$ cat src/rtl/cache_mem_arbiter.sv
// rtl/cache_mem_arbiter.sv - single-port line arbiter for ICache/DCache refill and write-buffer drain
// Optional feature macro: ARB_WB_STARVE_GUARD_EN (read-streak guard that forces a write-buffer drain)
module cache_mem_arbiter #(
  parameter int LINE_W          = 256,
  parameter int ADDR_W          = 32,
  parameter int MAX_READ_STREAK = 4
) (
  input  logic              clk,
  input  logic              rst,
  input  logic              ic_rreq_i,
  input  logic [ADDR_W-1:0] ic_raddr_i,
  output logic              ic_rvalid_o,
  output logic [LINE_W-1:0] ic_rdata_o,
  input  logic              dc_rreq_i,
  input  logic [ADDR_W-1:0] dc_raddr_i,
  output logic              dc_rvalid_o,
  output logic [LINE_W-1:0] dc_rdata_o,
  input  logic              wb_valid_i,
  input  logic [ADDR_W-1:0] wb_addr_i,
  input  logic [LINE_W-1:0] wb_wdata_i,
  output logic              wb_bvalid_o,
  output logic              mem_rreq_o,
  output logic [ADDR_W-1:0] mem_raddr_o,
  input  logic              mem_rvalid_i,
  input  logic [LINE_W-1:0] mem_rdata_i,
  output logic              mem_wreq_o,
  output logic [ADDR_W-1:0] mem_waddr_o,
  output logic [LINE_W-1:0] mem_wdata_o,
  input  logic              mem_bvalid_i
);

  // Clears the byte-within-line offset of a 32-byte line.
  localparam logic [ADDR_W-1:0] LINE_MASK = {{(ADDR_W-5){1'b1}}, 5'b00000};

  typedef enum logic [2:0] {
    IDLE  = 3'd0,
    RD_IC = 3'd1,
    RD_DC = 3'd2,
    WR    = 3'd3,
    RESP  = 3'd4
  } state_e;

  state_e              state_q;
  state_e              grant_d;
  logic                hazard;
  logic                starve_force;
  logic                ic_rvalid_q;
  logic                dc_rvalid_q;
  logic [LINE_W-1:0]   ic_rdata_q;
  logic [LINE_W-1:0]   dc_rdata_q;
  logic                mem_rreq_q;
  logic [ADDR_W-1:0]   mem_raddr_q;
  logic                mem_wreq_q;

  // A pending dirty line must reach memory before any read of that same line.
  always_comb begin
    hazard = wb_valid_i &&
             ((dc_rreq_i && (dc_raddr_i[ADDR_W-1:5] == wb_addr_i[ADDR_W-1:5])) ||
              (ic_rreq_i && (ic_raddr_i[ADDR_W-1:5] == wb_addr_i[ADDR_W-1:5])));
  end

`ifdef ARB_WB_STARVE_GUARD_EN
  localparam int STREAK_W = ($clog2(MAX_READ_STREAK + 1) > 3) ? $clog2(MAX_READ_STREAK + 1) : 3;
  localparam logic [STREAK_W-1:0] STREAK_MAX = STREAK_W'(MAX_READ_STREAK);

  logic [STREAK_W-1:0] streak_q;

  always_comb begin
    starve_force = wb_valid_i && (streak_q == STREAK_MAX);
  end

  // Count read grants made while a dirty line waits; any write grant or an empty buffer restarts it.
  always_ff @(posedge clk) begin
    if (rst) begin
      streak_q <= '0;
    end else if (!wb_valid_i) begin
      streak_q <= '0;
    end else if (state_q == IDLE) begin
      if (grant_d == WR) begin
        streak_q <= '0;
      end else if ((grant_d == RD_IC) || (grant_d == RD_DC)) begin
        if (streak_q != STREAK_MAX) begin
          streak_q <= streak_q + 1'b1;
        end
      end
    end
  end
`else
  always_comb begin
    starve_force = 1'b0;
  end
`endif

  // Grant selection as seen from IDLE: hazard/starvation drain, then DCache, ICache, plain drain.
  always_comb begin
    grant_d = IDLE;
    if (hazard || starve_force) begin
      grant_d = WR;
    end else if (dc_rreq_i) begin
      grant_d = RD_DC;
    end else if (ic_rreq_i) begin
      grant_d = RD_IC;
    end else if (wb_valid_i) begin
      grant_d = WR;
    end
  end

  // Transaction FSM; every request/valid output it drives is registered.
  always_ff @(posedge clk) begin
    if (rst) begin
      state_q     <= IDLE;
      ic_rvalid_q <= 1'b0;
      dc_rvalid_q <= 1'b0;
      ic_rdata_q  <= '0;
      dc_rdata_q  <= '0;
      mem_rreq_q  <= 1'b0;
      mem_raddr_q <= '0;
      mem_wreq_q  <= 1'b0;
    end else begin
      ic_rvalid_q <= 1'b0;
      dc_rvalid_q <= 1'b0;
      case (state_q)
        IDLE: begin
          state_q <= grant_d;
          case (grant_d)
            RD_DC: begin
              mem_rreq_q  <= 1'b1;
              mem_raddr_q <= dc_raddr_i & LINE_MASK;
            end
            RD_IC: begin
              mem_rreq_q  <= 1'b1;
              mem_raddr_q <= ic_raddr_i & LINE_MASK;
            end
            WR: begin
              mem_wreq_q <= 1'b1;
            end
            default: begin
              mem_rreq_q <= 1'b0;
              mem_wreq_q <= 1'b0;
            end
          endcase
        end
        RD_IC: begin
          if (mem_rvalid_i) begin
            mem_rreq_q  <= 1'b0;
            ic_rdata_q  <= mem_rdata_i;
            ic_rvalid_q <= 1'b1;
            state_q     <= RESP;
          end
        end
        RD_DC: begin
          if (mem_rvalid_i) begin
            mem_rreq_q  <= 1'b0;
            dc_rdata_q  <= mem_rdata_i;
            dc_rvalid_q <= 1'b1;
            state_q     <= RESP;
          end
        end
        WR: begin
          if (mem_bvalid_i) begin
            mem_wreq_q <= 1'b0;
            state_q    <= IDLE;
          end
        end
        RESP: begin
          // The requester retires its request on this edge, so IDLE sees fresh inputs.
          state_q <= IDLE;
        end
        default: begin
          state_q    <= IDLE;
          mem_rreq_q <= 1'b0;
          mem_wreq_q <= 1'b0;
        end
      endcase
    end
  end

  // Write data follows the buffer live so a line rewritten mid-drain is what memory sees.
  always_comb begin
    wb_bvalid_o = (state_q == WR) && mem_bvalid_i;
    mem_waddr_o = (state_q == WR) ? (wb_addr_i & LINE_MASK) : '0;
    mem_wdata_o = (state_q == WR) ? wb_wdata_i : '0;
  end

  assign ic_rvalid_o = ic_rvalid_q;
  assign dc_rvalid_o = dc_rvalid_q;
  assign ic_rdata_o  = ic_rdata_q;
  assign dc_rdata_o  = dc_rdata_q;
  assign mem_rreq_o  = mem_rreq_q;
  assign mem_raddr_o = mem_raddr_q;
  assign mem_wreq_o  = mem_wreq_q;

endmodule

$ cat config.mk
export PLATFORM = sky130hd
export DESIGN_NAME = cache_mem_arbiter
export DESIGN_NICKNAME = d
export VERILOG_FILES = /design/src/rtl/cache_mem_arbiter.sv
export SDC_FILE = /design/constraint.sdc
export NUM_CORES = 1
export LEC_CHECK = 0
export ABC_AREA = 1
export BUFFER_PORTS_ARGS = -buffer_cell sky130_fd_sc_hd__buf_2
export CAP_MARGIN = 25
export CORE_AREA = 2 2 574 576
export DETAILED_ROUTE_END_ITERATION = 16
export DIE_AREA = 0 0 576 578
export SLEW_MARGIN = 20
export SYNTH_ARGS = -nofsm -noshare
export SYNTH_HDL_FRONTEND = slang
export SYNTH_SLANG_ARGS = --single-unit
$ cat constraint.sdc
create_clock -name clk -period 6 [get_ports clk]
set_input_delay 0.6 -clock clk [delete_from_list [all_inputs] [get_ports clk]]
set_output_delay 0.6 -clock clk [all_outputs]
set_load 0.01 [all_outputs]
**Yosys cells after proc, flatten, opt, wreduce, memory -nomap -nowiden**

Cells that the tools add are included.

- Logic and storage cells: 61
- Flip-flop bits (word level): 551
- Input port bits: 615

- Bitwise gates (word level): 4
- Multiplexer cells: 17
- Equality and inequality tests: 13
- Reduce and logical (&&, ||, !) cells: 19

Operator list:

| kind | number |
|---|---|
| two-way mux 256 bit | 1 |
| case mux 32 bit (2 select lines) | 1 |
| equality test 27 bit | 2 |
| two-way mux 32 bit | 1 |
| equality test 3 x 2 -> 1 bit, second input constant | 4 |
| two-way mux 3 bit | 4 |
| OR reduction 2 bit | 5 |
| case mux 3 bit (3 select lines) | 1 |
| AND reduction 2 bit | 4 |
| equality test 3 x 1 -> 1 bit, second input constant | 2 |
| != test 2 bit, second input constant | 3 |
| case mux 1 bit (3 select lines) | 2 |
| AND reduction 3 bit | 2 |
| logical AND 1 bit | 4 |
| two-way mux 2 bit | 2 |
| NOT 1 bit | 4 |
| case mux 1 bit (2 select lines) | 2 |
| equality test 3 bit, second input constant | 1 |
| logical NOT 3 bit | 1 |
| two-way mux 1 bit | 3 |
| OR reduction 3 bit | 1 |
| != test 2 x 1 -> 1 bit, second input constant | 1 |
| nonzero test 2 bit | 1 |
| logical OR 1 bit | 1 |

**Depth between registers and ports, before layout**

Gate-level depths: netlist (run 1).

- Depth after elaboration: 9
- Mapped depth: 19
- Mapped depth without buffers: 18

**Worst setup path after synthesis (run 1)**

Ideal clock, no wire load.

- Path kind: input-to-reg
- Start point: input wb_addr_i[30]
- End point: register mem_raddr_q[13], in the netlist mem_raddr_o[13]
- Path slack: 3.672 ns
- Stages on the path: 16
- Arrival time: 2.206 ns
- Data required time: 5.878 ns
- Library setup time: 0.122 ns
- Path through: inv_1 nand2_1 nand2_1 inv_1 nand2_1 nor2_1 nand2_1 nor2_1 nand2_1 nand2_1 nand2_1 nand2_1 ha_1 clkbuf_1 mux2i_1 a21oi_1

- Longest elaborated chain between the ends: 8
- Elaborated cells between the ends (all ways): 12
- Classes of those cells: 4 x eq/ne; 2 x mux; 6 x reduce/logical

Ends and longest elaborated chain:

| item | line | RTL |
|---|---|---|
| from (decl) | 19 | `input logic [ADDR_W-1:0] wb_addr_i,` |
| equality test 27 bit, on equally long branches | 58, 59 |  |
| logical AND 1 bit, on equally long branches | 58, 59 |  |
| logical OR 1 bit (*) | 58 | `((dc_rreq_i && (dc_raddr_i[ADDR_W-1:5] == wb_addr_i[ADDR_W-1:5])) \|\|` |
| logical AND 1 bit (*) | 57 | `hazard = wb_valid_i &&` |
| two-way mux 3 bit (*) | 97 | `if (hazard \|\| starve_force) begin` |
| equality test 3 x 1 -> 1 bit / equality test 3 x 2 -> 1 bit (equally long branches) | 125 | `case (grant_d)` |
| nonzero test 2 bit (no line) | n/a |  |
| AND reduction 2 bit (no line) | n/a |  |
| to (signal assigned) | 128 | `mem_raddr_q <= dc_raddr_i & LINE_MASK;` |
| to (signal assigned) | 132 | `mem_raddr_q <= ic_raddr_i & LINE_MASK;` |
| to (decl) | 52 | `logic [ADDR_W-1:0] mem_raddr_q;` |

Every way passes the cells marked *; elsewhere a longest branch is shown, timed or not. The select of a mux whose other input is x is not followed.
A chain may end at the register's enable or synchronous reset.

**Final worst setup path (run 1)**

- Start point: register state_q[1]
- End point: output mem_wdata_o[3]

- Longest elaborated chain between the ends: 2

Ends and longest elaborated chain:

| item | line | RTL |
|---|---|---|
| from (decl) | 43 | `state_e state_q;` |
| from (signal assigned) | 124 | `state_q <= grant_d;` |
| equality test 3 x 2 -> 1 bit | 182 | `mem_wdata_o = (state_q == WR) ? wb_wdata_i : '0;` |
| two-way mux 256 bit | 182 |  |
| to (decl) | 28 | `output logic [LINE_W-1:0] mem_wdata_o,` |

No other way between the ends.

==> impl_metrics.toml, run 1 <==
[run_status]
status = "completed"

[detailed_routing]
drt-total-wl_um = 262000
wl_per_cell_um = 29.1
vias_per_cell = 3.12
num_vias = 28200
ant_nets = 0
drtIter0Drc = 2026
drtPass1Iterations = 6
drc = 0

[global_routing]
grt_remaining_overflow = 0
grt_pass1_vias = 25200
grtUsageTotal = 0.151
grt_pass1_wl_um = 314000
grt_max_degree = 167
antenna_found_initial = 328

[pwr]
clkPwrFrac = 0.479
seqPwrFrac = 0.377
cellLeakagePower_uw = 0.0172
p_int_uw = 7210
p_per_area_nw_per_um2 = 277
combPwrFrac = 0.144
swShare = 0.298
switchingPower_uw = 3060
vdd_drop_max_v = 0.000181

[critical_path]
crit_path_max_incr_delay_ps = 480
ff2ff_setup_slack_ps = 3380
cp_slowest_cell = "buf_2"
critPathTopFamily = "buffers and inverters"
worst-path-buf-inv = 3
critPathLaunchType = "register"
end_kind = "primary output"
cp.required_ps = 5400
critPathKind = "register to primary output"
path_common_cell = "nor2_1"
crit_path_cell_trace = "inv_2, nor2_1, nand2_4, buf_12, nor2_1, buf_2"
crit_arrival_ps = 3020
worst-path-max-fanout = 166

[clock_network]
clock_latency_ps = 780
clockBufferDepth = 4
root_buffer = "clkbuf_16"
htreeDepth = 3
cts_tree = "yes"
clk_pin_slew_worst_paths_ps = 60
cts_buffers = 78
clkSinkCount = 546
cts_setup_buffers = 0

[synth]
synth_top_area_frac = 0.488
yosys.area.top_type = "dfxtp_1"
ys_seq_area_frac = 0.488
ys_types = 25
netlist_area_um2 = 22400
yosys-top-cells-area = "dfxtp_1, nand2_1, a21oi_1, inv_1, nor2_1"
synth_seq_cells = 546
synth_cells = 3250
ys_warn_count = 0
syn_avg_cell_area_um2 = 6.89

[timing]
fin_tns_setup_ps = 0
final_hold_viol_count = 0
slew_headroom = 0.122
period_needed_ps = 3620
timing.final.crit_share = 0.603
holdWs_ps = 89.8
tightest_slew_ps = 1320
skew_ps = 43.3
max_freq_ghz = 0.276
rsz0062_at_grt = "no"
timing.final.max_slew_violations = 0
report.final.setup_viol = 0

[die]
core_um2 = 326000
die_y_um = 578
ioPinCount = 1452
rows = 210
dieArea_um2 = 333000
start_util = 0.0686
die_x_um = 576

[layout]
num-fill-cells = 38400
drive_above_1_share = 0.343
fin_util = 0.113
layout_common_cells = "buf_2, nand2_1, dfxtp_1"
final_common_cell = "buf_2"
area_delta_synth_final_pct = 65.3
nets = 5187
fin_cells = 9021

[place]
dp_hpwl_um = 231000
port_buffers = 1426
dp.cells = 8834
gp_congestion = 1.13

[worst_hold_path]
hold_class = "input pin to register"

[run]
cap_violations = 0
## tightest hold or removal path: cells and delay by family
kind                   cells  cell delay [ps]
AO/OA/AOI/OAI              1               50
buffers and inverters      1              110
AND/OR/NAND/NOR            1               50
## layout make-up
cell class	count	area, µm²	share of cell area
antenna	49	123	0.00331
inverter	346	1310	0.0355
clock inverter	37	494	0.0134
clock buffer	99	2170	0.0587
sequential	546	10900	0.295
multi-input combinational	2144	9050	0.245
timing repair buffer	1454	7470	0.202
tap	4346	5440	0.147
## worst paths after layout
path | start | end | cells after the start
max | state_q[1] | mem_wdata_o[3] | 6
min | mem_rdata_i[165] | dc_rdata_o[165] | 3
min reg2reg | ic_rdata_o[219] | ic_rdata_o[219] | 2
max reg2reg | state_q[0] | ic_rdata_o[235] | 6
## repair_timing
item / in CTS / in global routing
resized for setup: 0 / 0
endpoints found under the hold margin: 2 / 0
hold buffers: 2 / 0
## logic make-up after synthesis
kind of cell,count (synthesis),share of synthesized area
xor gates and xnor gates,18,0.00704
DFF,546,0.488
AOI/OAI and AO/OA,579,0.131
buffers and inverters,569,0.109
other,1,0.000168
and+or+nand+nor,1521,0.256
adders and majority gates,2,0.00112
muxes,14,0.00626
## registers in the layout (all words and copies together), names as in the netlist
name,cells
ic_rdata_o,256
mem_wreq_o,1
dc_rvalid_o,1
dc_rdata_o,256
state_q,3
mem_raddr_o,27
mem_rreq_o,1
ic_rvalid_o,1
## per-stage QoR
step           area, µm²  worst slack [ps]  power [µW]
3_5_place_dp       34200              2440        5440
4_1_cts            36900              2450       10500
6_report           37000              2380       10300
3_3_place_gp       34200              2460        5430
2_1_floorplan      22400              3670        4550
5_1_grt            36900              2300       10700
## power groups by stage
| stage | Combinational (µW) | Clock [µW] | Sequential [µW] |
|---|---|---|---|
| 6_report | 1480 | 4920 | 3860 |
| 5_1_grt | 1610 | 5200 | 3880 |
| 4_1_cts | 1510 | 5090 | 3860 |
| 3_5_place_dp | 1500 | 0 | 3940 |
| 3_3_place_gp | 1500 | 0 | 3940 |
| 2_1_floorplan | 539 | 0 | 4020 |
## Yosys cell counts
master        n
ha_1          2
a211oi_1      1
o21bai_1     14
o2111ai_1     1
buf_1         7
inv_1       342
clkbuf_1     88
inv_2         4
dfxtp_1     546
nor2_4        1
or2_1         1
nor2_1      312
nor3_1        1
buf_4        61
conb_1        1
o21ai_0      19
nand3_1       5
nand2_1    1198
xor2_1        5
nor2_2        1
xnor2_1      13
mux2i_1      14
nand4_1       2
a21oi_1     544
buf_2        67
## metal layers
layer | track usage | share of wire
met4 | 0.0575 | 0.052
met5 | 0 | 0.0050
met3 | 0.116 | 0.17
met1 | 0.163 | 0.37
met2 | 0.221 | 0.40
No activity file was read; power rests on OpenSTA's default activity.
==> run 2, diff against run 1 <==
- ABC_AREA: 1 -> 0
- CORE_AREA: 2 2 574 576 -> 2 2 566 568
- DIE_AREA: 0 0 576 578 -> 0 0 568 570
- clock period: 6 -> 3 ns (I/O delays scaled with it)
==> impl_metrics.toml, run 2 <==
[timing]
fin_tns_setup_ps = 0
period_needed_ps = 2920
final_hold_viol_count = 0
tightest_slew_ps = 945
setup_slack_ps = 76.4
skew_ps = 71.4
slew_headroom = 0.370
rsz0062_at_grt = "no"
timing.final.crit_share = 0.975
max_freq_ghz = 0.342
timing.final.max_slew_violations = 0
holdWs_ps = 275
report.final.setup_viol = 0

[critical_path]
worst-path-max-fanout = 14
cp.required_ps = 3620
r2r-end = "ic_rdata_o[133]"
ff2ff_setup_slack_ps = 740
crit_arrival_ps = 3550
cp.depth = 12
cp_slowest_cell = "dlygate4sd3_1"
critPathLaunchType = "input pin"
r2r_cells = 7
end_kind = "register"
critPathTopFamily = "buffers and inverters"
crit_path_max_incr_delay_ps = 570
path_common_cell = "dlygate4sd3_1"
crit_path_cell_trace = "dlygate4sd3_1, buf_2, xnor2_1, nand4_1, or4_1, o22ai_2, o2bb2ai_2, ha_4, buf_12, mux2i_1, dlygate4sd3_1, a211oi_1"
r2r-start = "state_q[2]"
critPathKind = "input pin to register"
worst-path-buf-inv = 4

[synth]
synth_top_area_frac = 0.504
ys_types = 37
yosys.area.top_type = "dfxtp_1"
synth_edf_count = 0
ys_seq_area_frac = 0.504
yosys-top-cells-count = "nand2_1, dfxtp_1, a21oi_1, and3_1, clkbuf_1"
synth_top_flop_cell = "dfxtp_1"
synth_cells = 2826
ys_warn_count = 0
syn_avg_cell_area_um2 = 7.67
async_flop_share = 0
synth_seq_cells = 546
netlist_area_um2 = 21700
yosys-top-cells-area = "dfxtp_1, nand2_1, a21oi_1, and3_1, clkbuf_1"
post-synth-top-count-cell = "nand2_1"

[detailed_routing]
wl_per_cell_um = 29.9
vias_per_cell = 3.28
drt-total-wl_um = 262000
drc = 0
ant_nets = 0
drtPass1Iterations = 5
drtIter0Drc = 2144
num_vias = 28800

[die]
dieArea_um2 = 324000
rows = 207
start_util = 0.0683
die_x_um = 568
ioPinCount = 1452
die_y_um = 570
core_um2 = 317000

[layout]
area_delta_synth_final_pct = 84.5
num-fill-cells = 36900
drive_above_1_share = 0.364
final_area_um2 = 40000
nets = 5105
multi_input_area_um2 = 9740
seqCellArea_um2 = 10900
layout_common_cells = "buf_2, nand2_1, dfxtp_1"
final_common_cell = "buf_2"

[clock_network]
htreeDepth = 3
cts_tree = "yes"
cts_buffers = 72
cts_setup_buffers = 0
clkSinkCount = 546
clock_latency_ps = 820
root_buffer = "clkbuf_16"
clockBufferDepth = 4
clk_pin_slew_worst_paths_ps = 60

[global_routing]
grtUsageTotal = 0.155
grt_max_degree = 188
grt_remaining_overflow = 0
grt_pass1_wl_um = 316000
grt_pass1_vias = 25900
antenna_found_initial = 366

[worst_hold_path]
min-delay-start = "mem_rdata_i[42]"
hold-path-endpoint = "dc_rdata_o[42]"
hold_class = "input pin to register"
whs_path_depth = 4

[run_status]
status = "completed"

[place]
place_area_um2 = 34300
port_buffers = 1426
dp_slack_ps = 145
dp_hpwl_um = 233000
gp_congestion = 0.965

[run]
cap_violations = 0

[pwr]
cellLeakagePower_uw = 0.0178
vdd_drop_max_v = 0.000390
p_per_area_nw_per_um2 = 509
[run 2: final cells by class]
| type | count | area share |
|---|---|---|
| Multi-Input combinational cell | 2025 | 0.243 |
| Sequential cell | 546 | 0.273 |
| Antenna cell | 73 | 0.00457 |
| Tap cell | 4180 | 0.131 |
| Timing Repair Buffer | 1839 | 0.290 |
| Clock inverter | 19 | 0.00391 |
| Inverter | 4 | 0.000375 |
| Clock buffer | 103 | 0.0533 |
[run 2: worst max path at each step]
stage / start / end
6_report: dc_raddr_i[28] / mem_raddr_o[7]
5_1_grt: state_q[2] / mem_wdata_o[199]
4_1_cts: dc_raddr_i[21] / mem_raddr_o[25]
3_5_place_dp: wb_addr_i[5] / mem_raddr_o[8]
3_3_place_gp: wb_addr_i[19] / mem_raddr_o[16]
2_1_floorplan: wb_addr_i[28] / mem_raddr_o[11]
[run 2: kinds of logic after synthesis]
group | share of synthesized area
AO/OA/AOI/OAI | 0.132
XOR/XNOR | 0.0222
adder cells (fa/ha/maj) | 0.00115
buffers and inverters | 0.0512
flip-flops | 0.504
multiplexers | 0.0129
other | 0.000173
AND/OR/NAND/NOR | 0.276
[run 2: routing by layer]
| metal | up-vias | part of all wire | track usage |
|---|---|---|---|
| met5 | - | 0.0042 | 0 |
| met4 | 170 | 0.061 | 0.0683 |
| met3 | 862 | 0.12 | 0.0820 |
| met2 | 1871 | 0.48 | 0.270 |
| met1 | 13200 | 0.34 | 0.151 |
| li1 | 12700 | - | - |
[run 2: power by group]
group / internal, µW / leakage (µW) / switching, µW
combinational: 1410 / 0.0123 / 2490
clock: 5020 / 0.00114 / 3630
sequential: 7610 / 0.00443 / 191
[run 2: what timing repair did]
item | CTS | global route
endpoints found under the setup margin | 0 | 10
endpoints found under the hold margin | 541 | 0
gates resized for setup | 0 | 7
hold buffers | 316 | 0
[run 2: worst min-delay path: cells and delay by family]
family          cells  cell delay (ps)
buf+inv             2              660
compound gates      1               50
simple gates        1               50
[run 2: per-stage QoR]
stage	instances	utilization	power, µW
global placement	8277	0.108	11300
CTS	8716	0.125	20700
floorplan	2835	-	9300
detailed placement	8278	0.108	11300
finish	8789	0.126	20400
global route	8743	0.126	21200
